[src/rtl/game_controller.sv]
// Control FSM for the reaction/memory game: conditions the enter key into a
// one-cycle press and sequences the datapath through setup, playback, entry and result.
module game_controller #(
    parameter int SYNC_STAGES = 2
) (
    input  logic       clock_50,
    input  logic       R,
    input  logic       enter_n,
    input  logic       end_fpga,
    input  logic       end_user,
    input  logic       end_time,
    input  logic       win,
    input  logic       match,
    output logic       r1,
    output logic       r2,
    output logic       e1,
    output logic       e2,
    output logic       e3,
    output logic       e4,
    output logic       sel,
    output logic [2:0] state
);

    typedef enum logic [2:0] {
        INIT       = 3'd0,
        SETUP      = 3'd1,
        PLAY_FPGA  = 3'd2,
        PLAY_USER  = 3'd3,
        CHECK      = 3'd4,
        NEXT_ROUND = 3'd5,
        RESULT     = 3'd6
    } state_t;

    logic [SYNC_STAGES-1:0] sync_q;
    logic                   sync_prev_q;
    logic                   press_q;
    logic [2:0]             state_q;
    state_t                 cur_state;
    state_t                 next_state;

    // Registered falling-edge detect keeps press one cycle wide however long the key is held
    always_ff @(posedge clock_50 or posedge R) begin
        if (R) begin
            sync_q      <= '1;
            sync_prev_q <= 1'b1;
            press_q     <= 1'b0;
        end else begin
            sync_q      <= {sync_q[SYNC_STAGES-2:0], enter_n};
            sync_prev_q <= sync_q[SYNC_STAGES-1];
            press_q     <= sync_prev_q & ~sync_q[SYNC_STAGES-1];
        end
    end

    always_ff @(posedge clock_50 or posedge R) begin
        if (R) begin
            state_q <= INIT;
        end else begin
            state_q <= next_state;
        end
    end

    // Raw register is cast so the unused code 7 falls into the default recovery arm
    assign cur_state = state_t'(state_q);
    assign state     = state_q;

    always_comb begin
        next_state = INIT;
        r1  = 1'b0;
        r2  = 1'b0;
        e1  = 1'b0;
        e2  = 1'b0;
        e3  = 1'b0;
        e4  = 1'b0;
        sel = 1'b0;
        case (cur_state)
            INIT: begin
                r1         = 1'b1;
                r2         = 1'b1;
                next_state = SETUP;
            end
            SETUP: begin
                e1         = 1'b1;
                next_state = press_q ? PLAY_FPGA : SETUP;
            end
            PLAY_FPGA: begin
                e3         = 1'b1;
                r2         = 1'b1;
                next_state = end_fpga ? PLAY_USER : PLAY_FPGA;
            end
            PLAY_USER: begin
                e2 = 1'b1;
                e4 = 1'b1;
                if (end_time) begin
                    next_state = RESULT;
                end else if (end_user) begin
                    next_state = CHECK;
                end else begin
                    next_state = PLAY_USER;
                end
            end
            CHECK: begin
                // A mismatch ends the game even on the final round
                if (!match || win) begin
                    next_state = RESULT;
                end else begin
                    next_state = NEXT_ROUND;
                end
            end
            NEXT_ROUND: begin
                r2         = 1'b1;
                next_state = PLAY_FPGA;
            end
            RESULT: begin
                sel        = 1'b1;
                next_state = press_q ? INIT : RESULT;
            end
            default: begin
                next_state = INIT;
            end
        endcase
    end

endmodule
[config.mk]
export PLATFORM = sky130hd
export DESIGN_NAME = game_controller
export DESIGN_NICKNAME = d
export VERILOG_FILES = /design/src/rtl/game_controller.sv
export SDC_FILE = /design/constraint.sdc
export NUM_CORES = 1
export LEC_CHECK = 0
export ABC_CLOCK_PERIOD_IN_PS = 1200
export BUFFER_PORTS_ARGS = -buffer_cell sky130_fd_sc_hd__buf_2
export CORE_AREA = 2 2 39 41
export CTS_CLUSTER_SIZE = 8
export DETAILED_ROUTE_END_ITERATION = 12
export DIE_AREA = 0 0 41 43
export PLACE_DENSITY_LB_ADDON = 0.05
export SKIP_LAST_GASP = 1
export SYNTH_ARGS = -nofsm -noshare
export SYNTH_HDL_FRONTEND = slang
export SYNTH_SLANG_ARGS = --single-unit
[constraint.sdc]
create_clock -name clock_50 -period 1.2 [get_ports clock_50]
set_input_delay 0.06 -clock clock_50 [delete_from_list [all_inputs] [get_ports clock_50]]
set_output_delay 0.06 -clock clock_50 [all_outputs]
set_load 0.02 [all_outputs]
* After elaboration in Yosys (flattened, before gate mapping) *
Index checks and enable logic that the tools add are counted.
W data, S select, Z words.

cells by class
  equality and inequality tests = 6
  muxes and demuxes = 13
  bitwise operators = 2
  reductions and logical operators = 4

operators by type and width
  kind                  count
  $pmux W3 S7           1
  $eq A3 B3 Y1 const B  3
  $mux W3               3
  $mux W1               7
  $eq A3 B2 Y1 const B  2
  $mux W2               2
  $eq A3 B1 Y1 const B  1
  $logic_not A3 Y1      1
  $reduce_or A3 Y1      1
  $and A1 B1 Y1         1
  $logic_not A1 Y1      1
  $logic_or A1 B1 Y1    1
  $not A1 Y1            1

storage, ports and cells
  bits in registers = 7
  output and inout bits = 10
  word-level logic and storage cells = 29

* Depth between registers and ports, before layout *
  word-level depth = 4
  depth in mapped cells = 3
  gate-level depth less buffers = 3

* Worst setup path after synthesis *
Ideal clock, no wire load.

  path kind = flip-flop to flip-flop
  start = register state_q[0], in the netlist state[0]
  end = register state_q[1], in the netlist state[1]
  arrival = 1.203 ns
  required time = 1.064 ns
  path slack = -0.140 ns
  stages on the path, launching flop included = 4
  buffers on the path = 0
  path through = dfrtp_1 > or3b_1 > a221oi_2 > a21oi_1

between the ends
  cells in the longest elaborated chain, start to end = 2
  elaborated cells between the ends (all ways) = 8

RTL lines
  what                                        RTL line  text
  start, declared                             37        logic [2:0] state_q;
  start signal, assigned                      58        state_q <= next_state;
  $eq A3 B3 Y1, or another cell as far along  75        case (cur_state)
  $pmux W3 S7 *                               75
  via next_state[1]                           39        state_t next_state;

Mark *: on every way through the listed nets, which the timed path passes. The rest lies on a longest branch.

* Worst setup path after layout *
  start = register state_q[0], in the netlist state[0]
  end = output r2

between the ends
  cells in the longest elaborated chain, start to end = 3
  elaborated cells between the ends (all ways) = 5

RTL lines
  what                                        RTL line  text
  $eq A3 B3 Y1, or another cell as far along  75
  $reduce_or A3 Y1 (no line) *                n/a
  $mux W1 *                                   75
  end, declared                               15        output logic r2,

Every way passes the cells marked *; elsewhere a longest branch is shown, timed or not.

==> impl_metrics.py <==
metrics = {
    "grt": {
        "grt_max_degree": 9,
        "grt_overflow": 0,
        "track_usage": 0.117,
        "use_met1": 0.113,
        "busiest_layer": "met2",
        "antenna_found_initial": 0,
        "grt_util_met3": 0.0209,
        "first_global_vias": 355,
        "grt_pass1_wl_mm": 1.34,
        "grt_util_met2": 0.194,
    },
    "final_layout": {
        "syn_to_final_growth_pct": 68.9,
        "final_common_cell": "buf_2",
        "fin_area_um2": 558,
        "fin_util": 0.403,
        "drive_above_1_share": 0.627,
        "nets": 68,
        "n_antenna_cell": 0,
        "layout_common_cells": "11 x buf_2, 8 x buf_4, 4 x buf_6",
        "nFillCells": 143,
    },
    "power": {
        "irDropWorstVdd_v": 0.000835,
        "power_mw": 1.50,
        "leakage_nw": 0.271,
        "power_density_nw_per_um2": 2690,
    },
    "floorplan": {
        "die-area_um2": 1760,
        "ios": 18,
        "core_region_area_um2": 1380,
        "die_w_um": 41,
        "die_h_um": 43,
        "initial_utilization": 0.239,
        "rows": 14,
    },
    "clock_network": {
        "numClockSinks": 7,
        "cts.clk_slew.worst_paths_ns": 0.05,
        "cts_tree": "built",
        "cts_max_level": 1,
        "cts_max_path_buffers": 2,
        "root_buffer": "clkbuf_4",
        "cts_buffers": 3,
        "worstSkewPairLatency_ns": 0.24,
    },
    "worst_hold_path": {
        "hp-class": "in -> reg",
    },
    "synthesis": {
        "synth_seq_cells": 7,
        "synthesis.nets": 40,
        "netlist_area_um2": 330,
        "avgSynthCellArea_um2": 10.3,
        "ys_seq_area_frac": 0.542,
        "yosysUniqueCellTypes": 18,
        "syn_inst": 32,
        "ys_warn_count": 0,
    },
    "drt": {
        "ant_nets": 0,
        "totalWireLength_um": 807,
        "drtIter0Drc": 0,
        "detail_route.wl_per_cell_um": 10.8,
        "vias": 337,
        "firstDrtPassIters": 1,
        "avgViaCountPerCell": 4.49,
        "remaining_drc_errors": 0,
    },
    "sta": {
        "period_share": 1.10,
        "maxSlewViolCount": 0,
        "tightest_slew_ns": 0.251,
        "setup_slack_ns": -0.120,
        "hold_viol": 0,
        "finalCriticalPeriod_ns": 1.32,
        "rsz0062_at_grt": "yes",
        "fmax_mhz": 758,
        "max_slew_margin": 0.833,
        "setup_viol": 6,
        "skew_ns": 0.00133,
    },
    "setup_path": {
        "crit_path_start_kind": "flip-flop",
        "path_class": "reg -> out",
        "cp.required_ns": 1.14,
        "endpoint_kind": "output port",
        "crit_fanout": 4,
        "arrival_ns": 1.26,
    },
    "job": {
        "maxCapViolCount": 0,
    },
    "placement": {
        "dp_hpwl_um": 673,
        "io_buffers": 17,
        "place_congestion": 0.632,
        "dpl-instance-area_um2": 467,
        "place_ws_ns": -0.0301,
    },
    "run_status": {
        "violations": "setup timing",
        "status": "complete, but fails checks",
    },
}
through the flow:
| stage | hold slack [ns] | std cells | TNS (ns) |
|---|---|---|---|
| final | 0.157 | 75 | -0.366 |
| after global routing | 0.176 | 75 | -0.781 |
| after CTS | 0.156 | 75 | -0.455 |
| after detailed placement | -0.00517 | 68 | -0.0556 |
| after global placement | -0.0120 | 68 | 0 |
| after floorplan | -0.139 | 32 | -0.195 |
routing by layer:
metal	vias to the layer above	routed length, µm
li1	166	-
met1	158	308
met2	13	429
met3	0	69
met4	0	0
met5	-	0
worst max-delay path: stages, from the launching register on:
cell and delay [ns]:
dfrtp_2 0.36, buf_6 0.11, inv_4 0.03, or3_1 0.29, o21ai_1 0.08, buf_4 0.15
logic make-up (layout without fill, tap and decap cells):
family	Yosys count	in the layout	synth area share
and+or+nand+nor	12	12	0.212
AOI/OAI and AO/OA	8	8	0.178
DFF	7	7	0.542
buffers and inverters	5	32	0.0682
flip-flops by register name, indices dropped and copies added, names as in the netlist:
signal	flops
sync_prev_q	1
state	3
sync_q	2
press_q	1
Yosys cell counts:
cell	n	area, µm²
a21oi_1	1	5.00
a221oi_2	1	15.0
a31o_1	1	8.76
a32o_1	1	10.0
and3_1	3	18.8
buf_4	1	7.51
clkbuf_1	1	3.75
dfrtp_1	4	100
dfstp_2	3	78.8
inv_1	3	11.3
nand2_1	2	7.51
nand2b_1	1	6.26
nor2b_1	1	6.26
nor3_1	2	10.0
o21ai_0	4	20.0
or2_2	1	6.26
or3_1	1	6.26
or3b_1	1	8.76
repair_timing:
item	4_1_cts	5_1_grt
hold buffers	2	0
buffers inserted	1	0
pin swaps	3	1
gates resized for setup	7	7
endpoints found under the setup margin	9	9
hold endpoints to repair	8	0
cloned	0	0
final timing paths:
kind                                     start               endpoint  slack, ns  cells past startpoint
max                         state[0]$_DFF_PP0_                     r2      -0.12                      5
min in group asynchronous                    R     state[2]$_DFF_PP0_       0.27                      3
min reg2reg                sync_q[0]$_DFF_PP1_    sync_q[1]$_DFF_PP1_       0.36                      0
max reg2reg                 state[0]$_DFF_PP0_     state[0]$_DFF_PP0_      -0.06                      3
min                                   end_time     state[2]$_DFF_PP0_       0.16                      3
max in group asynchronous                    R  sync_prev_q$_DFF_PP1_       0.66                      3
layout make-up:
| cell class | count | area (µm²) | share of cell area |
|---|---|---|---|
| inverters | 3 | 13.8 | 0.0247 |
| well taps | 16 | 20.0 | 0.0359 |
| clock buffers | 4 | 26.3 | 0.0471 |
| flip-flops and latches | 7 | 183 | 0.327 |
| multi-input cells | 20 | 135 | 0.242 |
| repair buffers | 25 | 180 | 0.323 |
power breakdown:
| group | internal (mW) | leakage, nW | switching (mW) |
|---|---|---|---|
| registers | 0.304 | 0.0772 | 0.0504 |
| logic | 0.451 | 0.179 | 0.496 |
| clock network | 0.126 | 0.0150 | 0.0761 |
Note: power is estimated with default switching activity, not from simulation.
